File: src/rtl/rv32i_types.sv
// Types shared across the RV32 datapath blocks.
package rv32i_types;

    // M-extension operation select, in funct3 order.
    typedef enum logic [2:0] {
        MD_MUL    = 3'd0,
        MD_MULH   = 3'd1,
        MD_MULHSU = 3'd2,
        MD_MULHU  = 3'd3,
        MD_DIV    = 3'd4,
        MD_DIVU   = 3'd5,
        MD_REM    = 3'd6,
        MD_REMU   = 3'd7
    } muldiv_op_t;

endpackage

File: src/rtl/muldiv_iter.sv
// Iterative multiply/divide unit: one radix-2 step per cycle on magnitudes,
// sign fixed up on the way into DONE. Divide-by-zero and signed overflow
// bypass the iteration entirely.
module muldiv_iter
    import rv32i_types::*;
#(
    parameter int WIDTH = 32,
    parameter int TAG_W = 4
) (
    input  logic             clk,
    input  logic             rst_n,
    input  logic             req_valid,
    output logic             req_ready,
    input  muldiv_op_t       req_op,
    input  logic [WIDTH-1:0] req_a,
    input  logic [WIDTH-1:0] req_b,
    input  logic [TAG_W-1:0] req_tag,
    output logic             resp_valid,
    input  logic             resp_ready,
    output logic [WIDTH-1:0] resp_f,
    output logic [TAG_W-1:0] resp_tag,
    input  logic             flush
);

    localparam int CW = $clog2(WIDTH) + 1;
    localparam logic signed [WIDTH-1:0] MOST_NEG = {1'b1, {(WIDTH-1){1'b0}}};
    localparam logic signed [WIDTH-1:0] MINUS_ONE = {WIDTH{1'b1}};

    typedef enum logic [1:0] {
        IDLE = 2'd0,
        CALC = 2'd1,
        DONE = 2'd2
    } state_t;

    state_t            state;
    logic [CW-1:0]     count;
    muldiv_op_t        op_q;
    logic [WIDTH-1:0]  b_mag;
    logic              a_neg;
    logic              b_neg;
    logic [2*WIDTH-1:0] acc;

    // Two's-complement negation helpers for single and double width.
    function automatic logic [WIDTH-1:0] neg_w(input logic [WIDTH-1:0] x);
        return ~x + WIDTH'(1);
    endfunction

    function automatic logic [2*WIDTH-1:0] neg_d(input logic [2*WIDTH-1:0] x);
        return ~x + (2*WIDTH)'(1);
    endfunction

    // Magnitude of an operand; unsigned operands pass through untouched.
    function automatic logic [WIDTH-1:0] mag_w(input logic [WIDTH-1:0] x, input logic is_signed);
        return (is_signed && x[WIDTH-1]) ? neg_w(x) : x;
    endfunction

    logic                     a_sgn;
    logic                     b_sgn;
    logic                     div_zero;
    logic                     div_ovf;
    logic                     accept;
    logic [WIDTH:0]           mul_sum;
    logic [2*WIDTH-1:0]       mul_next;
    logic [WIDTH:0]           rem_sh;
    logic                     div_ge;
    logic [WIDTH-1:0]         div_diff;
    logic [2*WIDTH-1:0]       div_next;
    logic [2*WIDTH-1:0]       step_next;
    logic [2*WIDTH-1:0]       prod;
    logic [WIDTH-1:0]         quo;
    logic [WIDTH-1:0]         rmd;
    logic [WIDTH-1:0]         result;

    // Request decode: which operands are signed, and the two bypass cases.
    always_comb begin
        a_sgn = 1'b0;
        b_sgn = 1'b0;
        case (req_op)
            MD_MULH:   begin a_sgn = 1'b1; b_sgn = 1'b1; end
            MD_MULHSU: begin a_sgn = 1'b1; b_sgn = 1'b0; end
            MD_DIV:    begin a_sgn = 1'b1; b_sgn = 1'b1; end
            MD_REM:    begin a_sgn = 1'b1; b_sgn = 1'b1; end
            default:   begin a_sgn = 1'b0; b_sgn = 1'b0; end
        endcase
        div_zero = req_op[2] && (req_b == '0);
        div_ovf  = ((req_op == MD_DIV) || (req_op == MD_REM)) &&
                   ($signed(req_a) == MOST_NEG) && ($signed(req_b) == MINUS_ONE);
        accept   = (state == IDLE) && req_valid && req_ready && !flush;
    end

    // One iteration step plus sign-corrected result of that step.
    always_comb begin
        // shift-add: acc = {partial high, remaining multiplier bits}
        mul_sum  = {1'b0, acc[2*WIDTH-1:WIDTH]} + {1'b0, (acc[0] ? b_mag : {WIDTH{1'b0}})};
        mul_next = {mul_sum, acc[WIDTH-1:1]};
        // restoring divide: acc = {partial remainder, dividend/quotient bits}
        rem_sh   = acc[2*WIDTH-1:WIDTH-1];
        div_ge   = (rem_sh >= {1'b0, b_mag});
        div_diff = rem_sh[WIDTH-1:0] - b_mag;
        div_next = div_ge ? {div_diff, acc[WIDTH-2:0], 1'b1}
                          : {rem_sh[WIDTH-1:0], acc[WIDTH-2:0], 1'b0};
        step_next = op_q[2] ? div_next : mul_next;

        prod = (a_neg ^ b_neg) ? neg_d(step_next) : step_next;
        quo  = (a_neg ^ b_neg) ? neg_w(step_next[WIDTH-1:0]) : step_next[WIDTH-1:0];
        rmd  = a_neg ? neg_w(step_next[2*WIDTH-1:WIDTH]) : step_next[2*WIDTH-1:WIDTH];

        case (op_q)
            MD_MUL:                      result = prod[WIDTH-1:0];
            MD_MULH, MD_MULHSU, MD_MULHU: result = prod[2*WIDTH-1:WIDTH];
            MD_DIV, MD_DIVU:             result = quo;
            default:                     result = rmd;
        endcase
    end

    // Datapath registers: operands captured on accept, accumulator stepped in CALC.
    always_ff @(posedge clk) begin
        if (accept) begin
            op_q  <= req_op;
            a_neg <= a_sgn & req_a[WIDTH-1];
            b_neg <= b_sgn & req_b[WIDTH-1];
            b_mag <= mag_w(req_b, b_sgn);
            acc   <= {{WIDTH{1'b0}}, mag_w(req_a, a_sgn)};
        end else if (state == CALC) begin
            acc <= step_next;
        end
    end

    // Control FSM with registered handshake outputs and result.
    always_ff @(posedge clk or negedge rst_n) begin
        if (!rst_n) begin
            state      <= IDLE;
            count      <= '0;
            req_ready  <= 1'b1;
            resp_valid <= 1'b0;
            resp_f     <= '0;
            resp_tag   <= '0;
        end else if (flush) begin
            state      <= IDLE;
            count      <= '0;
            req_ready  <= 1'b1;
            resp_valid <= 1'b0;
        end else begin
            case (state)
                IDLE: begin
                    if (req_valid && req_ready) begin
                        resp_tag  <= req_tag;
                        req_ready <= 1'b0;
                        count     <= '0;
                        if (div_zero) begin
                            state      <= DONE;
                            resp_valid <= 1'b1;
                            resp_f     <= ((req_op == MD_DIV) || (req_op == MD_DIVU)) ? '1 : req_a;
                        end else if (div_ovf) begin
                            state      <= DONE;
                            resp_valid <= 1'b1;
                            resp_f     <= (req_op == MD_DIV) ? req_a : '0;
                        end else begin
                            state <= CALC;
                        end
                    end
                end
                CALC: begin
                    // last step and sign fix-up land on the same edge
                    count <= count + CW'(1);
                    if (count == CW'(WIDTH - 1)) begin
                        state      <= DONE;
                        resp_valid <= 1'b1;
                        resp_f     <= result;
                    end
                end
                DONE: begin
                    if (resp_ready) begin
                        state      <= IDLE;
                        resp_valid <= 1'b0;
                        req_ready  <= 1'b1;
                    end
                end
                default: begin
                    state      <= IDLE;
                    resp_valid <= 1'b0;
                    req_ready  <= 1'b1;
                end
            endcase
        end
    end

endmodule
File: config.mk
export PLATFORM = sky130hd
export DESIGN_NAME = muldiv_iter
export DESIGN_NICKNAME = d
export VERILOG_FILES = /design/src/rtl/rv32i_types.sv /design/src/rtl/muldiv_iter.sv
export SDC_FILE = /design/constraint.sdc
export NUM_CORES = 1
export LEC_CHECK = 0
export BUFFER_PORTS_ARGS = -buffer_cell sky130_fd_sc_hd__clkbuf_2
export CAP_MARGIN = 20
export CORE_AREA = 2 2 131 184
export CTS_CLUSTER_SIZE = 28
export DETAILED_ROUTE_END_ITERATION = 6
export DIE_AREA = 0 0 133 186
export HOLD_SLACK_MARGIN = 0.05
export PLACE_DENSITY = 0.85
export SLEW_MARGIN = 20
export SYNTH_ARGS = -nofsm -noshare
export SYNTH_HDL_FRONTEND = slang
export SYNTH_SLANG_ARGS = --single-unit
File: constraint.sdc
create_clock -name clk -period 12.4 [get_ports clk]
set_input_delay 2.48 -clock clk [delete_from_list [all_inputs] [get_ports clk]]
set_output_delay 2.48 -clock clk [all_outputs]
set_load 0.05 [all_outputs]
==> impl_metrics.py <==
metrics = {
    "outcome": {
        "status": "complete, but fails checks",
        "failed_checks": "design-rule violations",
    },
    "power": {
        "powerDensity_nw_per_um2": 231,
        "peakVddDrop_mv": 0.136,
        "p_leak_uw": 0.00661,
    },
    "critical_path": {
        "critPathSlowestCell": "clkinv_1",
        "cp_max_fo": 113,
        "required_ns": 12.72,
        "worst_path_largest_cell_delay_ns": 0.77,
        "end_kind": "flip-flop",
        "arrival_ns": 6.21,
        "start_kind": "flip-flop",
        "crit_buf_inv": 3,
        "critPathKind": "reg -> reg",
        "critical-path-top-delay-family": "simple AND/OR/NAND/NOR gates",
        "path_cells": "buf_12 -> clkinv_1 -> buf_4 -> nor3_1 -> o21ai_0 -> nor3_1 -> and3_1 -> nand4_1 -> or3_1 -> o41ai_1 -> xor2_1 -> a221oi_1 -> o21ai_0",
    },
    "sta": {
        "fmax_ghz": 0.170,
        "tightest_slew_ns": 1.05,
        "report.final.slew_viol_count": 0,
        "fin_crit_sh_pct": 47.5,
        "setup_viol_count_final": 0,
        "fin_tns_setup_ns": 0,
        "slew_headroom_pct": 30.3,
        "min_period_ns": 5.89,
        "finalHoldViolCount": 0,
        "final.setup.worst_slack_ns": 6.51,
        "fin_worst_skew_ns": 0.0118,
        "rsz0062_at_grt": "no",
    },
    "floorplan": {
        "core_area_um2": 23000,
        "rows": 66,
        "ios": 114,
        "die_h_um": 186,
        "die_w_um": 133,
        "dieArea_um2": 24700,
        "start_util_pct": 64.9,
    },
    "route": {
        "ant_nets": 0,
        "drt_wl_total_um": 53000,
        "vias": 16100,
        "viasPerCell": 6.96,
        "dr_wl_met2_um": 24600,
        "firstDrtPassIters": 7,
        "wire_per_inst_um": 22.9,
        "drt-met1-wl_um": 19100,
        "met3_length_um": 4500,
        "topRoutingLayerUsed": "met4",
        "drtIter0Drc": 2057,
        "drcViolationCount": 17,
    },
    "global_routing": {
        "grt_pass1_vias": 15100,
        "grt_max_degree": 114,
        "grt_pass1_wl_um": 82400,
        "grt_use_total_pct": 42.9,
        "grt_antenna_before_repair": 0,
        "grt_overflow": 0,
    },
    "clock_tree": {
        "root_buffer": "clkbuf_16",
        "htreeDepth": 4,
        "numClockSinks": 147,
        "ctsLongestPathBuffers": 2,
        "clkTransAtPathRegs_ns": 0.06,
        "clk_latency_ns": 0.45,
        "ctsResizeCount": 0,
        "cts_tree": "built",
        "holdBufCountCts": 0,
        "post-cts-setup-buffer-count": 0,
        "cts_made_buffers": 17,
    },
    "placement": {
        "place_congestion": 1.02,
        "post_dp_cell_area_um2": 15700,
        "io_buffers": 113,
        "hpwl_um": 40000,
        "place_ws_ns": 6.17,
    },
    "finish": {
        "finalNetCount": 2144,
        "area_growth_pct": 8.79,
        "utilization_pct": 70.6,
        "drive_gt1_share_pct": 10.7,
        "diodes": 0,
        "postLayoutCellArea_um2": 16300,
    },
    "flow_run": {
        "drv_cap": 0,
    },
    "logic_synthesis": {
        "syn_area_um2": 15000,
        "synth-edff-count": 69,
        "synth_area_per_cell_um2": 7.68,
        "seq_area_frac_synth_pct": 25.8,
        "ys_types": 88,
        "synthCells": 1948,
        "yosysWarningCount": 0,
        "ys_ff_latch": 147,
        "synth_flop_cell": "edfxtp_1",
        "synth_nets": 2096,
        "async_reset_ff_share_pct": 31.3,
    },
    "min_path": {
        "worstHoldPathType": "reg -> reg",
    },
}
## cells in the mapped netlist (5+ instances only)
library cell	number	area share (%)
o21ai_1	9	0.30
inv_1	70	1.8
a22oi_1	7	0.35
a21boi_0	5	0.25
buf_1	9	0.23
nand3_1	32	1.1
o41ai_1	16	0.94
a21o_1	20	1.0
o221ai_1	9	0.53
and3_1	14	0.59
or3_1	12	0.50
ha_1	70	5.9
mux2_2	6	0.45
o21ai_0	163	5.5
or4_1	6	0.30
mux2i_1	35	2.3
nand4_1	36	1.5
nor3_1	68	2.3
edfxtp_1	69	14
o211ai_1	12	0.60
nor4_1	22	0.92
xnor2_1	90	5.3
nand2b_1	17	0.71
buf_2	19	0.64
dfxtp_1	32	4.3
a31oi_1	29	1.2
clkbuf_1	80	2.0
o21a_1	12	0.60
or2_2	7	0.29
o31ai_1	33	1.7
o22ai_1	9	0.38
nor2b_1	12	0.50
and2_1	45	1.9
a21oi_1	236	7.9
a221o_1	6	0.40
xor2_1	89	5.2
nand2_1	173	4.3
a22o_1	20	1.2
dfrtp_1	45	7.5
nor2_1	166	4.2
a211oi_1	24	1.2
a221oi_1	19	1.1
## worst paths after layout
path / startpoint / to / slack [ns] / cells after the start
setup / recovery: op_q[2]$_DFFE_PP_ / resp_f[19]$_DFFE_PN0P_ / 6.51 / 13
max in group asynchronous: rst_n / resp_f[1]$_DFFE_PN0P_ / 9.81 / 2
setup reg to reg: op_q[2]$_DFFE_PP_ / resp_f[19]$_DFFE_PN0P_ / 6.51 / 13
min in group asynchronous: rst_n / count[0]$_DFFE_PN0P_ / 2.14 / 2
hold / removal: resp_f[4]$_DFFE_PN0P_ / resp_f[4]$_DFFE_PN0P_ / 0.48 / 2
hold reg to reg: resp_f[4]$_DFFE_PN0P_ / resp_f[4]$_DFFE_PN0P_ / 0.48 / 2
## flip-flops by register name, indices dropped and copies added, names as in the netlist
register and count:
count 6, resp_f 32, a_neg 1, req_ready 1, b_mag 32, acc 64, b_neg 1, resp_valid 1
resp_tag 4, state 2, op_q 3
## cell usage in the layout (no fill, tap or decap), drive strengths merged, types with 33 or more instances in the layout
cell type and n:
dfrtp 45, xor2 89, edfxtp 69, nor2 166, clkbuf 132, and2 45
a21oi 236, nand2 173, nor3 69, o21ai 172, nand4 36, ha 70
xnor2 90, inv 76, o31ai 33, mux2i 35
## area by class of cell
cell class	instances	area, um^2
multi-input cells	1616	10400
fillers	1882	6770
flip-flops and latches	147	3860
repair buffers	142	796
clock buffers	19	443
well taps	306	383
inverters	72	270
clock inverters	13	124
## power by group
part / internal [uW] / switching, uW
Clock: 285 / 238
Combinational: 820 / 1590
Sequential: 664 / 158
Total: 1770 / 1990
## cells by family (layout without fill, tap and decap cells)
logic type / Yosys count / in the layout / share of synthesized area, %
buffers and inverters: 185 / 246 / 5.03
and+or+nand+nor: 635 / 635 / 20.5
AOI/OAI and AO/OA: 689 / 689 / 29.2
xor gates and xnor gates: 179 / 179 / 10.5
adders and majority gates: 72 / 72 / 6.13
muxes: 41 / 41 / 2.79
DFF: 147 / 147 / 25.8
## worst min-delay path, cell delays in order (launching register included)
cell and delay (ns):
dfrtp_1 0.35, nand2_1 0.05, o31ai_1 0.05
## through the flow
| stage | hold slack, ns | power, uW | instances |
|---|---|---|---|
| 2_1_floorplan | 0.464 | 2520 | 1948 |
| 3_3_place_gp | 0.456 | 3110 | 2283 |
| 3_5_place_dp | 0.469 | 3140 | 2283 |
| 4_1_cts | 0.483 | 3680 | 2315 |
| 5_1_grt | 0.500 | 3960 | 2315 |
| 6_report | 0.482 | 3760 | 2315 |
## metal layers
metal,track usage (%),up-vias
met2,71.8,999
met3,6.45,268
met5,0,-
li1,-,7354
met1,49.0,7491
met4,34.0,0
Note: power is estimated with default switching activity, not from simulation.
